### src/rtl/gnrc_rdstream_pkg.sv
// Shared types for the RAM read-stream engine: FSM states and credit counter sizing.
package gnrc_rdstream_pkg;

  typedef enum logic [1:0] {
    IDLE,
    ISSUE,
    DRAIN
  } state_e;

  // Credits span 0..BUF_DP inclusive.
  function automatic int credit_w(input int buf_dp);
    return $clog2(buf_dp + 1);
  endfunction

endpackage

### src/rtl/gnrc_rdstream_buf.sv
// Output FIFO, head read combinationally (zero-latency view of the oldest word).
// Push while full is accepted only together with a pop; otherwise it is a protocol error.
module gnrc_rdstream_buf
  import gnrc_rdstream_pkg::*;
#(
  parameter int W  = 33,
  parameter int DP = 4
) (
  input  logic         clk,
  input  logic         rst,
  input  logic         push,
  input  logic [W-1:0] push_data,
  input  logic         pop,
  output logic [W-1:0] head,
  output logic         empty,
  output logic         full
);

  localparam int IW = (DP > 1) ? $clog2(DP) : 1;
  localparam int CW = credit_w(DP);
  localparam logic [IW-1:0] LAST_IDX = IW'(DP - 1);
  localparam logic [CW-1:0] CNT_MAX  = CW'(DP);

  logic [W-1:0]  mem [DP];
  logic [IW-1:0] wr_idx;
  logic [IW-1:0] rd_idx;
  logic [CW-1:0] count;
  logic          do_push;
  logic          do_pop;

  function automatic logic [IW-1:0] inc(input logic [IW-1:0] idx);
    return (idx == LAST_IDX) ? '0 : idx + IW'(1);
  endfunction

  assign empty   = (count == '0);
  assign full    = (count == CNT_MAX);
  assign do_pop  = pop && !empty;
  assign do_push = push && (!full || do_pop);
  assign head    = mem[rd_idx];

  always_ff @(posedge clk) begin
    if (do_push) mem[wr_idx] <= push_data;
  end

  always_ff @(posedge clk) begin
    if (rst) begin
      wr_idx <= '0;
      rd_idx <= '0;
      count  <= '0;
    end else begin
      if (do_push) wr_idx <= inc(wr_idx);
      if (do_pop)  rd_idx <= inc(rd_idx);
      case ({do_push, do_pop})
        2'b10:   count <= count + CW'(1);
        2'b01:   count <= count - CW'(1);
        default: ;
      endcase
    end
  end

  a_no_overflow: assert property (@(posedge clk) disable iff (rst) !(push && full && !pop));

endmodule

### src/rtl/gnrc_ram_rdstream.sv
// Burst reader for a fixed-latency RAM port; cmd->first ram_en 1 cycle, cmd->first dout_valid DELAY+2 cycles.
// Credits bound reads in flight plus buffered words, so dout_ready low stalls issue without dropping data.
module gnrc_ram_rdstream
  import gnrc_rdstream_pkg::*;
#(
  parameter int DW     = 32,
  parameter int AW     = 10,
  parameter int DELAY  = 1,
  parameter int BUF_DP = 4
) (
  input  logic          clk_i,
  input  logic          rst_i,
  input  logic          cmd_valid_i,
  output logic          cmd_ready_o,
  input  logic [AW-1:0] cmd_addr_i,
  input  logic [AW:0]   cmd_len_i,
  output logic          ram_en_o,
  output logic [AW-1:0] ram_addr_o,
  input  logic [DW-1:0] ram_dout_i,
  output logic          dout_valid_o,
  input  logic          dout_ready_i,
  output logic [DW-1:0] dout_data_o,
  output logic          dout_last_o,
  output logic          busy_o,
  output logic          done_o
);

  localparam int CW = credit_w(BUF_DP);
  localparam logic [CW-1:0] CREDIT_MAX = CW'(BUF_DP);
  localparam logic [AW:0]   LEN_ONE    = (AW + 1)'(1);
  localparam logic [AW-1:0] ADDR_ONE   = AW'(1);

  state_e           state;
  logic [AW-1:0]    ptr;
  logic [AW:0]      remaining;
  logic [CW-1:0]    credits;
  logic             ram_last;
  logic [DELAY-1:0] pipe_vld;
  logic [DELAY-1:0] pipe_last;

  logic             issue;
  logic             issue_last;
  logic [AW-1:0]    issue_addr;
  logic             pop;
  logic             buf_empty;
  logic             buf_full;
  logic [DW:0]      buf_head;

  assign cmd_ready_o  = (state == IDLE);
  assign busy_o       = (state != IDLE);
  assign dout_valid_o = !buf_empty;
  assign dout_data_o  = buf_head[DW-1:0];
  assign dout_last_o  = buf_head[DW];
  assign pop          = dout_valid_o && dout_ready_i;

  // The first read is issued straight off the command handshake so ram_en_o follows it by one cycle.
  always_comb begin
    issue      = 1'b0;
    issue_last = 1'b0;
    issue_addr = ptr;
    case (state)
      IDLE: begin
        issue      = cmd_valid_i && (cmd_len_i != '0);
        issue_addr = cmd_addr_i;
        issue_last = (cmd_len_i == LEN_ONE);
      end
      ISSUE: begin
        issue      = (credits != '0);
        issue_last = (remaining == LEN_ONE);
      end
      default: ;
    endcase
  end

  always_ff @(posedge clk_i) begin
    if (rst_i) begin
      state      <= IDLE;
      ptr        <= '0;
      remaining  <= '0;
      credits    <= CREDIT_MAX;
      ram_en_o   <= 1'b0;
      ram_addr_o <= '0;
      ram_last   <= 1'b0;
      pipe_vld   <= '0;
      pipe_last  <= '0;
      done_o     <= 1'b0;
    end else begin
      ram_en_o <= issue;
      ram_last <= issue && issue_last;
      if (issue) ram_addr_o <= issue_addr;

      pipe_vld[0]  <= ram_en_o;
      pipe_last[0] <= ram_last;
      for (int i = 1; i < DELAY; i++) begin
        pipe_vld[i]  <= pipe_vld[i-1];
        pipe_last[i] <= pipe_last[i-1];
      end

      if (issue && !pop)      credits <= credits - CW'(1);
      else if (!issue && pop) credits <= credits + CW'(1);

      if (issue) begin
        ptr       <= issue_addr + ADDR_ONE;
        remaining <= ((state == IDLE) ? cmd_len_i : remaining) - LEN_ONE;
      end

      done_o <= 1'b0;
      case (state)
        IDLE: begin
          if (cmd_valid_i) begin
            if (cmd_len_i == '0) done_o <= 1'b1;
            else                 state  <= issue_last ? DRAIN : ISSUE;
          end
        end
        ISSUE: begin
          if (issue && issue_last) state <= DRAIN;
        end
        DRAIN: begin
          if (pop && dout_last_o) begin
            state  <= IDLE;
            done_o <= 1'b1;
          end
        end
        default: state <= IDLE;
      endcase
    end
  end

  gnrc_rdstream_buf #(
    .W  (DW + 1),
    .DP (BUF_DP)
  ) u_buf (
    .clk       (clk_i),
    .rst       (rst_i),
    .push      (pipe_vld[DELAY-1]),
    .push_data ({pipe_last[DELAY-1], ram_dout_i}),
    .pop       (pop),
    .head      (buf_head),
    .empty     (buf_empty),
    .full      (buf_full)
  );

  // A full buffer means every credit is held by a buffered word.
  a_credit_full: assert property (@(posedge clk_i) disable iff (rst_i) buf_full |-> (credits == '0));

endmodule
### config.mk
export PLATFORM = sky130hd
export DESIGN_NAME = gnrc_ram_rdstream
export DESIGN_NICKNAME = d
export VERILOG_FILES = /design/src/rtl/gnrc_rdstream_pkg.sv /design/src/rtl/gnrc_rdstream_buf.sv /design/src/rtl/gnrc_ram_rdstream.sv
export SDC_FILE = /design/constraint.sdc
export NUM_CORES = 1
export LEC_CHECK = 0
export ABC_AREA = 0
export BUFFER_PORTS_ARGS = -buffer_cell sky130_fd_sc_hd__buf_2
export CAP_MARGIN = 25
export CORE_ASPECT_RATIO = 1.75
export CORE_MARGIN = 2
export CORE_UTILIZATION = 55
export CTS_BUF_LIST = sky130_fd_sc_hd__clkbuf_4 sky130_fd_sc_hd__clkbuf_8 sky130_fd_sc_hd__clkbuf_16
export CTS_CLUSTER_DIAMETER = 150
export DETAILED_ROUTE_END_ITERATION = 16
export GPL_TIMING_DRIVEN = 1
export HOLD_SLACK_MARGIN = 0.02
export PLACE_DENSITY = 0.77
export SLEW_MARGIN = 20
export SYNTH_ARGS = -nofsm -noshare
export SYNTH_HDL_FRONTEND = slang
export SYNTH_SLANG_ARGS = --single-unit
### constraint.sdc
create_clock -name clk_i -period 7.83 [get_ports clk_i]
set_input_delay 0.3915 -clock clk_i [delete_from_list [all_inputs] [get_ports clk_i]]
set_output_delay 0.3915 -clock clk_i [all_outputs]
set_load 0.05 [all_outputs]
==> flow_summary.ini <==
[run_status]
outcome = finished clean

[cts]
cts_resized = 0
cts_setup_buffers = 0
clk_pin_slew_ns = 0.07
ctsHoldBuffers = 0
cts_num_sinks = 182
clockBufferDepth = 2
cts_tree = done
numCtsBuffers = 17
htree_levels = 4
ctsRootBufferMaster = clkbuf_16
clock_latency_ns = 0.42

[detailed_routing]
wl_per_cell_um = 20.9
drt_iter0_markers = 336
wl_mm = 17.8
post-route-drc-count = 0
via_per_inst = 6.12
first_pass_iters = 6
antenna_left = 0
num_vias = 5206

[worst_setup_path]
cp_num_cells = 10
rr_worst_depth = 10
crit_type = reg2reg
arrival_ns = 4.33
crit_buf_inv = 3
required_ns = 8.12
max_stage_delay_ns = 0.78
critPathTopFamily = simple AND/OR/NAND/NOR gates
path_cells = or2_2, inv_1, a21oi_4, inv_2, ha_1, inv_1, fa_1, xor2_1, o21ai_0, or3b_2
cp_slowest_cell = dfxtp_1
cp_max_fo = 38
crit_top_cell = inv_1
cp-start-kind = flop
crit_path_end_kind = flop

[timing]
max_freq_ghz = 0.247
fin_skew_ns = 0.0128
drv_slew = 0
finalSetupViolations = 0
fin_crit_sh_pct = 51.6
relSlewSlack_pct = 32.2
finalCriticalPeriod_ns = 4.04
finalSetupTns_ns = 0
worst_hold_slack_ns = 0.184
hold_viol_final = 0
setup_ws_ns = 3.79
grt_setup_unrepaired = no
worstMarginPinSlew_ns = 1.02

[finish]
regArea_um2 = 4970
multi_input_area_um2 = 2650
finalInstanceArea_um2 = 9080
final_net_count = 726
final_cell_mix = edfxtp_1, buf_2, nand2_1
fill_cells = 1036
area_growth_pct = 16.1
final_common_cell = edfxtp_1
drive_above_1_share_pct = 29.0

[yosys]
synth_flop_cell = edfxtp_1
synth_edf_count = 132
synth_fp_nets = 630
ys_ff_latch = 182
avgSynthCellArea_um2 = 13.9
syn-instance-count = 563
ys_seq_area_share_pct = 63.5
ys_types = 64
async_reset_ff_share_pct = 0
synthesis.area_um2 = 7820
synth_warnings = 0

[global_routing]
antenna_found_initial = 2
grt_use_total_pct = 24.0
grt_pass1_wl_mm = 27.7
grt_remaining_overflow = 0
grt_max_degree = 55
grt_pass1_vias = 5354

[min_path]
hp-class = in2reg
min_path_cells = 1

[power]
leakage_nw = 3.25
fin_total_pwr_mw = 2.73
power_frac_comb_pct = 27.2
p_int_mw = 1.77
seqPwrFrac_pct = 42.1
powerDensity_nw_per_um2 = 301
power.clock.fraction_pct = 30.7
vdd_drop_max_mv = 0.167
netSwitchingPower_mw = 0.965
p_sw_share_pct = 35.3

[floorplanning]
dieArea_um2 = 15200
chipWidth_um = 94.2
die_h_um = 162
boundaryPins = 105
coreArea_um2 = 13900
start_util_pct = 56.3
rows = 57

[place]
numPortBuffers = 104
post_dp_cell_area_um2 = 8480
place_hpwl_mm = 11.9
place_ws_ns = 3.92
place_congestion = 0.977

[job]
cap_violations = 0
[sequential cells by signal (all words and copies together), names as in the netlist, 2 cells and up, named ones only]
| register | cells |
|---|---|
| u_buf.wr_idx | 2 |
| u_buf.rd_idx | 2 |
| remaining | 11 |
| ptr | 10 |
| u_buf.count | 3 |
| ram_addr_o | 10 |
| u_buf.mem | 132 |
| state | 2 |
| credits | 3 |
[layout make-up]
class	count	share of cell area, %
Antenna cell	1	0.0275
Clock buffer	17	4.68
Clock inverter	15	1.94
Inverter	20	0.826
Multi-Input combinational cell	328	29.2
Sequential cell	182	54.7
Tap cell	177	2.44
Timing Repair Buffer	110	6.23
[final timing paths]
path                  startpoint                to  slack [ns]
setup / recovery        state[0]        credits[2]        3.79
hold reg to reg           ptr[4]            ptr[4]        0.46
hold / removal    ram_dout_i[20]  u_buf.mem[0][20]        0.18
setup reg to reg        state[0]        credits[2]        3.79
[power groups by stage]
stage          Combinational (mW)  Sequential, mW  Clock, mW
2_1_floorplan               0.560            1.17          0
3_3_place_gp                0.725            1.16          0
3_5_place_dp                0.745            1.17          0
4_1_cts                     0.750            1.15      0.852
5_1_grt                     0.798            1.16      0.889
6_report                    0.744            1.15      0.840
[metal layers]
layer	share of wire, %	global-route usage, %
met3	4.5	3.76
met2	55	43.9
met5	0.062	0
met1	36	26.4
met4	4.1	11.6
[through the flow]
stage	util, %	std cells
final	65.3	850
after global routing	65.3	850
after CTS	65.3	849
after detailed placement	61.0	817
after global placement	61.0	817
after floorplan	-	563
[cell families (layout without fill, tap and decap cells)]
logic type / after synthesis / count (layout) / share of synthesized area [%]
and+or+nand+nor: 160 / 160 / 10.3
other: 0 / 1 / 0
muxes: 44 / 44 / 11.0
buffers and inverters: 53 / 162 / 2.72
DFF: 182 / 182 / 63.5
xor gates and xnor gates: 9 / 9 / 1.01
adders and majority gates: 10 / 10 / 1.79
AOI/OAI and AO/OA: 105 / 105 / 9.71
[cell usage after synthesis, types with 4 or more instances]
master / number / share of area, %
mux2_2: 4 / 0.58
a211oi_1: 7 / 0.67
xor2_1: 4 / 0.45
xnor2_1: 5 / 0.56
a2111oi_0: 4 / 0.45
o21ai_0: 17 / 1.1
mux2i_1: 7 / 0.90
or3b_2: 4 / 0.45
and2_1: 8 / 0.64
nand2_1: 50 / 2.4
nand3_1: 9 / 0.58
nor2b_1: 4 / 0.32
dfxtp_1: 50 / 13
mux4_2: 33 / 9.5
a21o_1: 4 / 0.38
a21oi_1: 19 / 1.2
a311oi_1: 7 / 0.78
clkbuf_1: 21 / 1.0
nor2_1: 31 / 1.5
ha_1: 8 / 1.3
edfxtp_1: 132 / 51
inv_1: 19 / 0.91
buf_2: 5 / 0.32
a31oi_1: 11 / 0.88
nor3_1: 19 / 1.2
buf_1: 6 / 0.29
o211ai_1: 5 / 0.48
nand4_1: 7 / 0.56
or3_1: 6 / 0.48
Power figures use the tool's default switching activity.
